<file path="src/rtl/i2c_req_arbiter.sv">
// Round-robin arbiter for two client ports sharing one I2C master.
// Launches the winning command, waits for completion or watchdog, then pulses ACK/ERR.
module i2c_req_arbiter #(
  parameter int TIMEOUT_CYCLES = 4096
) (
  input  logic        CLK,
  input  logic        RESET,
  input  logic        REQ0,
  input  logic        REQ1,
  input  logic        RNW0,
  input  logic        RNW1,
  input  logic        TWOBYTE0,
  input  logic        TWOBYTE1,
  input  logic [6:0]  ADDR0,
  input  logic [6:0]  ADDR1,
  input  logic [15:0] WDATA0,
  input  logic [15:0] WDATA1,
  output logic        ACK0,
  output logic        ACK1,
  output logic        ERR0,
  output logic        ERR1,
  output logic [15:0] RDATA,
  output logic        BUSY,
  output logic        GNT_ID,
  output logic        START_STB,
  output logic        RNW,
  output logic        TWOBYTE,
  output logic [6:0]  I2C_ADDR,
  output logic [15:0] WR_DATA,
  input  logic        MST_DONE,
  input  logic [15:0] MST_RD_DATA
);

  typedef enum logic [3:0] {
    ST_IDLE   = 4'b0001,
    ST_LAUNCH = 4'b0010,
    ST_WAIT   = 4'b0100,
    ST_DONE   = 4'b1000
  } state_t;

  localparam logic [15:0] TO_LAST = 16'(TIMEOUT_CYCLES - 1);

  state_t      state;
  logic        last;
  logic        err_flag;
  logic [15:0] cnt;
  logic        win;

  // On a tie the port that did not own the previous grant wins.
  always_comb begin
    win = REQ1;
    if (REQ0 && REQ1) win = ~last;
  end

  // ERR is qualified by the registered ACK so it can only ever pulse with it.
  assign ERR0 = ACK0 & err_flag;
  assign ERR1 = ACK1 & err_flag;

  always_ff @(posedge CLK) begin
    if (!RESET) begin
      state     <= ST_IDLE;
      last      <= 1'b1;
      err_flag  <= 1'b0;
      cnt       <= '0;
      START_STB <= 1'b0;
      ACK0      <= 1'b0;
      ACK1      <= 1'b0;
      RDATA     <= '0;
      BUSY      <= 1'b0;
      GNT_ID    <= 1'b0;
      RNW       <= 1'b0;
      TWOBYTE   <= 1'b0;
      I2C_ADDR  <= '0;
      WR_DATA   <= '0;
    end else begin
      START_STB <= 1'b0;
      ACK0      <= 1'b0;
      ACK1      <= 1'b0;
      case (state)
        ST_IDLE: begin
          if (REQ0 || REQ1) begin
            GNT_ID    <= win;
            RNW       <= win ? RNW1     : RNW0;
            TWOBYTE   <= win ? TWOBYTE1 : TWOBYTE0;
            I2C_ADDR  <= win ? ADDR1    : ADDR0;
            WR_DATA   <= win ? WDATA1   : WDATA0;
            START_STB <= 1'b1;
            BUSY      <= 1'b1;
            state     <= ST_LAUNCH;
          end
        end
        ST_LAUNCH: begin
          cnt   <= '0;
          state <= ST_WAIT;
        end
        ST_WAIT: begin
          cnt <= cnt + 16'd1;
          // Completion takes priority over a watchdog expiry in the same cycle.
          if (MST_DONE) begin
            if (RNW) RDATA <= MST_RD_DATA;
            err_flag <= 1'b0;
            ACK0     <= ~GNT_ID;
            ACK1     <= GNT_ID;
            state    <= ST_DONE;
          end else if (cnt == TO_LAST) begin
            err_flag <= 1'b1;
            ACK0     <= ~GNT_ID;
            ACK1     <= GNT_ID;
            state    <= ST_DONE;
          end
        end
        ST_DONE: begin
          last  <= GNT_ID;
          BUSY  <= 1'b0;
          state <= ST_IDLE;
        end
        default: begin
          BUSY  <= 1'b0;
          state <= ST_IDLE;
        end
      endcase
    end
  end

endmodule
</file>
<file path="config.mk">
export PLATFORM = sky130hd
export DESIGN_NAME = i2c_req_arbiter
export DESIGN_NICKNAME = d
export VERILOG_FILES = /design/src/rtl/i2c_req_arbiter.sv
export SDC_FILE = /design/constraint.sdc
export NUM_CORES = 1
export LEC_CHECK = 0
export CORE_ASPECT_RATIO = 0.7
export CORE_MARGIN = 2
export CORE_UTILIZATION = 25
export DETAILED_ROUTE_END_ITERATION = 10
export GPL_ROUTABILITY_DRIVEN = 0
export GPL_TIMING_DRIVEN = 0
export PLACE_DENSITY = 0.49
export SKIP_CTS_REPAIR_TIMING = 1
export SYNTH_ARGS = -nofsm -noshare
export SYNTH_HDL_FRONTEND = slang
export SYNTH_SLANG_ARGS = --single-unit
</file>
<file path="constraint.sdc">
create_clock -name CLK -period 3.97 [get_ports CLK]
set_input_delay 0.794 -clock CLK [delete_from_list [all_inputs] [get_ports CLK]]
set_output_delay 0.794 -clock CLK [all_outputs]
set_load 0.02 [all_outputs]
</file>
==> impl_metrics.env <==
export IMPL_status="finished clean"
export IMPL_seqCellArea_um2=1360
export IMPL_antennaDiodeCount=0
export IMPL_cts_buffers=9
export IMPL_grt_usage=0.136
export IMPL_clk_pin_slew_worst_paths_ps=60
export IMPL_grt_overflow=0
export IMPL_yosys_area_share_simple=0.214
export IMPL_slew_headroom=0.472
export IMPL_antenna_found_initial=0
export IMPL_cellPowerDensity_nw_per_um2=414
export IMPL_cts_root_buffer="clkbuf_16"
export IMPL_critPathKind="in2reg"
export IMPL_report_final_slew_viol_count=0
export IMPL_hold_viol=0
export IMPL_synth_compound_area_frac=0.165
export IMPL_setup_tns_ps=0
export IMPL_rsz0062_at_grt="false"
export IMPL_grt_max_degree=13
export IMPL_worst_pin_slew_ps=792
export IMPL_fin_crit_ps=2580
export IMPL_max_freq_ghz=0.387
export IMPL_synth_mux_area_fraction=0.104
export IMPL_dp_hpwl_um=6560
export IMPL_boundaryPins=119
export IMPL_grt_pass1_wl_um=13200
export IMPL_synthXorXnorAreaFrac=0.00300
export IMPL_synthAdderAreaFrac=0.00428
export IMPL_irDropWorstVdd_uv=195
export IMPL_final_common_cell="clkdlybuf4s50_1"
export IMPL_dieArea_um2=12600
export IMPL_crit_required_ps=4160
export IMPL_die_y_um=94.4
export IMPL_area_growth_pct=57.1
export IMPL_reg2reg_slack_ps=1710
export IMPL_start_util=0.260
export IMPL_pre_cts_ws_ps=1020
export IMPL_core_area_um2=11200
export IMPL_worstPathArrival_ps=2770
export IMPL_fin_skew_ps=6.55
export IMPL_hold_end="RDATA[9]"
export IMPL_postLayoutSetupSlackWorst_ps=1390
export IMPL_fin_crit_sh=0.650
export IMPL_synth_top_family_by_area="simple AND/OR/NAND/NOR gates"
export IMPL_syn_avg_cell_area_um2=8.82
export IMPL_ys_ff_latch=68
export IMPL_drt_pass1_iterations=4
export IMPL_cp_max_fo=10
export IMPL_top_usage_layer="met2"
export IMPL_num_rows=32
export IMPL_clock_path_buffers=2
export IMPL_cap_viol_max_count=0
export IMPL_yosysWarnings=0
export IMPL_drive_above_1_share=0.0688
export IMPL_reg2reg_to="RDATA[15]"
export IMPL_setup_violations=0
export IMPL_syn_inst=331
export IMPL_synth_fp_nets=403
export IMPL_cts_max_level=3
export IMPL_synth_enable_flop_cells=0
export IMPL_multi_input_area_um2=1430
export IMPL_first_global_vias=2506
export IMPL_portBuffers=118
export IMPL_final_cell_mix="clkdlybuf4s50_1, dfxtp_1, nand2_1, nor2_1, mux2i_1"
export IMPL_postLayoutCellArea_um2=4590
export IMPL_place_area_um2=4290
export IMPL_timing_rr_start="state[3]"
export IMPL_met2_usage=0.196
export IMPL_critPathLaunchType="primary input"
export IMPL_worst_setup_path_end_kind="flip-flop"
export IMPL_wirelength_um=8720
export IMPL_ys_types=46
export IMPL_first_iter_violations=115
export IMPL_clkSinkCount=68
export IMPL_met1_usage=0.190
export IMPL_hold_path_startpoint="RDATA[9]"
export IMPL_tritoncts="built"
export IMPL_die_width_um=133
export IMPL_hold_class="reg2reg"
export IMPL_reg2reg_depth=7
export IMPL_grt_use_met3=0.0526
export IMPL_layout_nets=532
export IMPL_postRouteAntennaNets=0
export IMPL_leakage_nw=1.61
export IMPL_ys_seq_area_frac=0.466
export IMPL_clock_latency_ps=340
export IMPL_nFillCells=1120
export IMPL_wire_per_inst_um=14.1
export IMPL_synthFlopType="dfxtp_1"
export IMPL_synth_async_reset_ratio=0
export IMPL_viasPerCell=4.48
export IMPL_netlist_area_um2=2920
export IMPL_holdPathStages=2
export IMPL_drc_errors=0
export IMPL_via_count=2769
flip-flops by register name, summed over array words and instances (netlist names):
register,cells
BUSY,1
state,4
last,1
err_flag,1
GNT_ID,1
RNW,1
RDATA,16
ACK1,1
cnt,16
I2C_ADDR,7
START_STB,1
TWOBYTE,1
WR_DATA,16
ACK0,1
worst max-delay path, stage by stage:
cell and delay (ps):
clkdlybuf4s50_1 470, a21boi_0 150, buf_2 270, clkbuf_1 630
mux2i_1 340, a211oi_1 110
synthesized netlist by cell type (2+ instances only):
master | instances | area, µm²
nand2b_1 | 2 | 12.5
a211oi_1 | 26 | 195
nor3_1 | 2 | 10.0
nand3b_1 | 2 | 15.0
mux2_2 | 2 | 22.5
o21ai_0 | 6 | 30.0
buf_2 | 6 | 30.0
or4b_2 | 2 | 20.0
a41o_1 | 2 | 20.0
a21oi_1 | 26 | 130
o211ai_1 | 2 | 15.0
nand4_1 | 4 | 25.0
dfxtp_1 | 68 | 1360
nand2_1 | 41 | 154
and3_1 | 2 | 12.5
inv_1 | 4 | 15.0
nor4_1 | 5 | 31.3
nor2_1 | 41 | 154
and2_1 | 4 | 25.0
a21boi_0 | 2 | 15.0
nand3_1 | 10 | 50.1
or3_1 | 2 | 12.5
nor4b_1 | 2 | 17.5
mux2i_1 | 28 | 280
clkbuf_1 | 19 | 71.3
stage by stage:
stage / std cells / util / power (W) / hold WS (ps)
after floorplan: 331 / - / 0.000938 / 436
after global placement: 602 / 0.383 / 0.00113 / 442
after detailed placement: 602 / 0.383 / 0.00113 / 448
after CTS: 618 / 0.409 / 0.00193 / 456
after global routing: 618 / 0.409 / 0.00198 / 475
final: 618 / 0.409 / 0.00190 / 452
worst max path at each step:
stage	from	end	slack, ps	depth (start not counted)
after floorplan	REQ1	I2C_ADDR[0]	1910	5
after global placement	REQ1	RNW	1070	6
after detailed placement	REQ1	RNW	1020	6
after CTS	REQ1	RNW	1360	6
after global routing	REQ1	I2C_ADDR[4]	1200	6
final	REQ1	RNW	1390	6
area by class of cell:
type                       instances  area share
sequential                        68       0.297
clock buffer                      10      0.0499
inverter                           4     0.00327
multi-input combinational        233       0.312
buffer                            26      0.0245
timing repair buffer             118       0.258
tap                              153      0.0417
clock inverter                     6      0.0142
kinds of logic after synthesis:
family | Yosys count
multiplexers | 30
buffers and inverters | 30
XOR/XNOR | 1
AND/OR/NAND/NOR | 128
AO/OA/AOI/OAI | 73
flip-flops | 68
adder cells (fa/ha/maj) | 1
layer usage:
metal  share of wire  wire length, µm
met1            0.51             4450
met5               0                0
met4          0.0090               78
met2            0.42             3630
met3           0.063              552
power by group:
part / internal, W / total [W] / switching (W)
clock network: 0.000484 / 0.000785 / 0.000300
registers: 0.000727 / 0.000748 / 0.0000212
logic: 0.000184 / 0.000367 / 0.000182
total: 0.00140 / 0.00190 / 0.000504
Note: power is estimated with default switching activity, not from simulation.
